`src/rtl/mem_arbiter.sv`:
```
// mem_arbiter: IFU/LSU round-robin arbiter onto one data-memory port, with timeout and misalignment errors
//   clk, rst                                   : clock, synchronous active-high reset
//   IfuReqValid/IfuAddr/IfuReqReady            : fetch request (always a word read)
//   IfuRespValid/IfuRdata                      : one-cycle fetch response
//   LsuReqValid/LsuWr/LsuAddr/LsuMemOp/LsuWdata: load/store request, LsuReqReady accepts it
//   LsuRespValid/LsuRdata                      : one-cycle LSU response (data 0 for stores)
//   MemReqValid/MemAddr/MemWr/MemOp/MemWdata   : request to memory, MemReqReady accepts it
//   MemRespValid/MemRdata                      : memory completion and read data
//   BusErr                                     : pulses with the response on timeout or misalignment
module mem_arbiter #(
  parameter int TIMEOUT = 255
) (
  input  logic        clk,
  input  logic        rst,
  input  logic        IfuReqValid,
  input  logic [31:0] IfuAddr,
  output logic        IfuReqReady,
  output logic        IfuRespValid,
  output logic [31:0] IfuRdata,
  input  logic        LsuReqValid,
  input  logic        LsuWr,
  input  logic [31:0] LsuAddr,
  input  logic [2:0]  LsuMemOp,
  input  logic [31:0] LsuWdata,
  output logic        LsuReqReady,
  output logic        LsuRespValid,
  output logic [31:0] LsuRdata,
  output logic        MemReqValid,
  output logic [31:0] MemAddr,
  output logic        MemWr,
  output logic [2:0]  MemOp,
  output logic [31:0] MemWdata,
  input  logic        MemReqReady,
  input  logic        MemRespValid,
  input  logic [31:0] MemRdata,
  output logic        BusErr
);
  localparam int CW = $clog2(TIMEOUT + 1);
  typedef enum logic [1:0] {IDLE, ISSUE, WAIT} state_t;
  state_t state, state_nx;
  logic [CW-1:0] cnt;
  logic last_lsu, owner_lsu, gnt_ifu, gnt_lsu, misal, done, tmo;
  always_ff @(posedge clk) state <= rst ? IDLE : state_nx;
  // Misaligned LSU requests are answered from IDLE and never leave it
  always_comb begin
    state_nx = (state == IDLE)  ? ((gnt_ifu || (gnt_lsu && !misal)) ? ISSUE : IDLE) :
               (state == ISSUE) ? (MemReqReady ? WAIT : ISSUE) :
                                  ((done || tmo) ? IDLE : WAIT);
  end
  // On a tie the requester that did not win last time gets the port
  always_comb begin
    gnt_lsu = !rst && state == IDLE && LsuReqValid && (!IfuReqValid || !last_lsu);
    gnt_ifu = !rst && state == IDLE && IfuReqValid && !gnt_lsu;
    IfuReqReady = gnt_ifu;
    LsuReqReady = gnt_lsu;
    MemReqValid = !rst && state == ISSUE;
    misal = (LsuMemOp == 3'b010 && LsuAddr[1:0] != 2'b00) ||
            ((LsuMemOp == 3'b001 || LsuMemOp == 3'b101) && LsuAddr[0]);
    done = state == WAIT && MemRespValid;
    tmo = state == WAIT && !MemRespValid && cnt == CW'(TIMEOUT - 1);
  end
  always_ff @(posedge clk) begin
    if (rst) begin
      last_lsu <= 1'b0;
      owner_lsu <= 1'b0;
      cnt <= '0;
      MemAddr <= '0;
      MemWr <= 1'b0;
      MemOp <= '0;
      MemWdata <= '0;
      IfuRespValid <= 1'b0;
      LsuRespValid <= 1'b0;
      IfuRdata <= '0;
      LsuRdata <= '0;
      BusErr <= 1'b0;
    end else begin
      if (gnt_ifu || gnt_lsu) begin
        last_lsu <= gnt_lsu;
        owner_lsu <= gnt_lsu;
        MemAddr <= gnt_lsu ? LsuAddr : IfuAddr;
        MemWr <= gnt_lsu && LsuWr;
        MemOp <= gnt_lsu ? LsuMemOp : 3'b010;
        MemWdata <= gnt_lsu ? LsuWdata : '0;
      end
      cnt <= (state == WAIT) ? cnt + 1'b1 : '0;
      IfuRespValid <= (done || tmo) && !owner_lsu;
      LsuRespValid <= ((done || tmo) && owner_lsu) || (gnt_lsu && misal);
      IfuRdata <= (done && !owner_lsu) ? MemRdata : '0;
      LsuRdata <= (done && owner_lsu && !MemWr) ? MemRdata : '0;
      BusErr <= tmo || (gnt_lsu && misal);
    end
  end
endmodule
```
`config.mk`:
```
export PLATFORM = sky130hd
export DESIGN_NAME = mem_arbiter
export DESIGN_NICKNAME = d
export VERILOG_FILES = /design/src/rtl/mem_arbiter.sv
export SDC_FILE = /design/constraint.sdc
export NUM_CORES = 1
export LEC_CHECK = 0
export CAP_MARGIN = 10
export CORE_ASPECT_RATIO = 0.6
export CORE_UTILIZATION = 40
export DETAILED_ROUTE_END_ITERATION = 7
export HOLD_SLACK_MARGIN = 0.08
export PLACE_DENSITY_LB_ADDON = 0.08
export SYNTH_ARGS = -nofsm -noshare
export SYNTH_HDL_FRONTEND = slang
export SYNTH_SLANG_ARGS = --single-unit
```
`constraint.sdc`:
```
create_clock -name clk -period 2.25 [get_ports clk]
set_input_delay 0.45 -clock clk [delete_from_list [all_inputs] [get_ports clk]]
set_output_delay 0.45 -clock clk [all_outputs]
set_load 0.05 [all_outputs]
```
==> reports/qor.csv <==
stage,metric,value,unit
routing,antenna_left,0,
sta,drv_slew,0,
clock_network,clock_latency,410,ps
placed_design,portBuffers,275,
global_route,grt_max_degree,53,
routing,drt_iter0_drc,269,
synth,yosys_warnings,0,
flow_run,maxCapViolCount,0,
synth,yosys_register_bits,146,
setup_path,start_kind,input pin,
floorplan,fp.coreArea,13000,um^2
cells_and_area,fin_util,69.1,%
synth,synth_top_area_share,53.9,%
synth,synth-async-reset-ratio,0,%
cells_and_area,synthToLayoutAreaGrowth,65.8,%
routing,post_drt_wl_per_cell,16.4,um
global_route,overflow,0,
routing,via_count,5128,
clock_network,clkTransAtPathRegs,60,ps
clock_network,clock_sinks,146,
run_status,status,finished with violations,
sta,layout_min_cycle_time,2130,ps
routing,drc,15,
synth,ys.flop_type,dfxtp_1,
run_status,violations,DRC,
power_and_ir_drop,p_per_area,771,nW/um^2
global_route,antenna_found_initial,0,
hold_path,hold_path_class,input pin to register,
synth,seq_area_frac_synth,53.9,%
clock_network,post_cts_buffers,0,
clock_network,root_buffer,clkbuf_16,
placed_design,dp_hpwl,11600,um
global_route,grt_pass1_vias,5146,
routing,via_per_inst,5.11,
setup_path,slowest_stage,clkdlybuf4s50_1,
clock_network,cts_tree,built,
synth,synth-edff-count,0,
sta,setup_viol_count_final,0,
sta,hold_violations,0,
synth,synth.net_count,700,
power_and_ir_drop,p_leak,3.23,nW
setup_path,arrival,1680,ps
sta,fin_skew,9.10,ps
setup_path,cp_slowest_stage_delay,530,ps
global_route,grt_usage,23.6,%
synth,synth_area_per_cell,9.68,um^2
sta,fin_crit_sh,94.7,%
setup_path,crit_chain,"clkdlybuf4s50_1, nor4b_1, and2_1, buf_12",
setup_path,reg2reg_slack,350,ps
clock_network,cts_resized,0,
floorplan,initial_core_util,41.7,%
setup_path,crit_required,1800,ps
power_and_ir_drop,irDropWorstVdd,0.548,mV
clock_network,h-tree-depth,4,
floorplan,row_count,32,
floorplan,die_w,152,um
synth,synth_area_leader_cell,dfxtp_1,
sta,rsz0062_at_grt,no,
synth,ys_top_cells_by_count,"dfxtp_1 (146), a21oi_1 (70), and2_1 (65)",
setup_path,path_max_fanout,5,
setup_path,cp-end-kind,primary output,
floorplan,die_area,14000,um^2
synth,synthTopCellsByArea,"dfxtp_1 (54%), and2_1 (7.5%), a2111oi_2 (7.2%)",
clock_network,cts_hold_buf,0,
setup_path,path_buf_inv,2,
placed_design,place.gp.congestion,0.856,
cells_and_area,antennaDiodeCount,0,
synth,synth_most_common_cell,dfxtp_1,
power_and_ir_drop,power,6.93,mW
clock_network,cts_buffer_depth,2,
global_route,grt_pass1_wl,26200,um
sta,setup_tns,0,ps
floorplan,fp.dieH,92.2,um
floorplan,io_pins,276,
sta,relSlewSlack,51.7,%
routing,detail_route.wirelength,16500,um
cells_and_area,drive_gt1_share,10.9,%
clock_network,numCtsBuffers,17,
synth,synthDistinctLibCells,44,
sta,worstMarginPinSlew,725,ps
sta,clock.fmax,469,MHz
synth,syn_area,5420,um^2
synth,syn_inst,560,
setup_path,setup.worst_path.class,input pin to primary output,
cells_and_area,fin_nets,961,
routing,dr.pass1.iters,7,
setup_path,crit_family,buffers and inverters,
flip-flops by register name, summed over array words and instances (netlist names), 2 cells and up:
register	count
IfuRdata	32
LsuRdata	32
MemAddr	32
MemOp	3
MemWdata	32
cnt	8
state	2
kinds of logic (layout without fill, tap and decap cells):
logic type,after synthesis,in the layout,share of synthesized area (%)
flip-flops,146,146,53.9
adder cells (fa/ha/maj),2,2,0.461
XOR/XNOR,3,3,0.485
AND/OR/NAND/NOR,204,204,20.8
buffers and inverters,55,329,4.55
AO/OA/AOI/OAI,150,150,19.8
per-stage QoR:
| stage | worst slack [ps] | std cells | hold slack (ps) | cell area, um^2 |
|---|---|---|---|---|
| after floorplan | 377 | 560 | 453 | 5420 |
| after global placement | 82.7 | 972 | 460 | 8380 |
| after detailed placement | 3.36 | 972 | 468 | 8380 |
| after CTS | 106 | 1004 | 287 | 8990 |
| after global routing | 18.7 | 1004 | 310 | 8990 |
| final | 120 | 1004 | 303 | 8990 |
worst reg2reg max path, stage by stage, from the launching register on:
cell,delay (ps)
dfxtp_1,620
or3b_4,540
nor3b_4,210
buf_4,300
and2_1,190
placed cells by master, fill, tap and decap left out, drive strengths merged, types with 2 or more instances in the layout:
master | Yosys | final
a2111oi | 30 | 30
a21oi | 71 | 71
a221o | 2 | 2
and2 | 65 | 65
and3 | 3 | 3
and4 | 2 | 2
buf | 18 | 21
bufinv | 0 | 2
clkbuf | 32 | 18
clkdlybuf4s50 | 0 | 271
clkinvlp | 0 | 4
dfxtp | 146 | 146
ha | 2 | 2
inv | 5 | 12
nand2 | 2 | 2
nand2b | 2 | 2
nand3 | 40 | 40
nand4 | 2 | 2
nor2 | 41 | 41
nor2b | 2 | 2
nor3 | 32 | 32
nor3b | 3 | 3
o21ai | 38 | 38
o221a | 2 | 2
o31a | 2 | 2
or3 | 4 | 4
or3b | 2 | 2
xor2 | 2 | 2
power breakdown:
part	switching, mW	total [mW]	internal (mW)
registers	0.0665	2.75	2.69
clock network	1.18	2.88	1.71
logic	0.738	1.29	0.553
total	1.98	6.93	4.95
routing by layer:
layer / GRT usage [%] / vias to the layer above / part of all wire, %
li1: - / 2504 / -
met1: 28.3 / 2417 / 41
met2: 40.0 / 192 / 49
met3: 8.41 / 15 / 9.2
met4: 6.89 / 0 / 0.76
met5: 0 / - / 0
worst paths after layout:
kind,startpoint,end,cells past startpoint
worst max-delay path,IfuReqValid,IfuReqReady,4
worst min-delay path,rst,last_lsu$_SDFFE_PP0P_,2
worst max register to register,state[1]$_SDFF_PP0_,IfuRdata[21]$_SDFF_PP0_,4
worst min register to register,MemOp[2]$_SDFFE_PP0P_,MemOp[2]$_SDFFE_PP0P_,2
area by class of cell:
cell class / instances / area [um^2]
fill: 994 / 4020
timing repair buffer: 292 / 2960
sequential: 146 / 2920
multi-input combinational: 359 / 2270
clock buffer: 18 / 439
tap: 170 / 213
clock inverter: 14 / 170
inverter: 5 / 18.8
No activity file was read; power rests on OpenSTA's default activity.
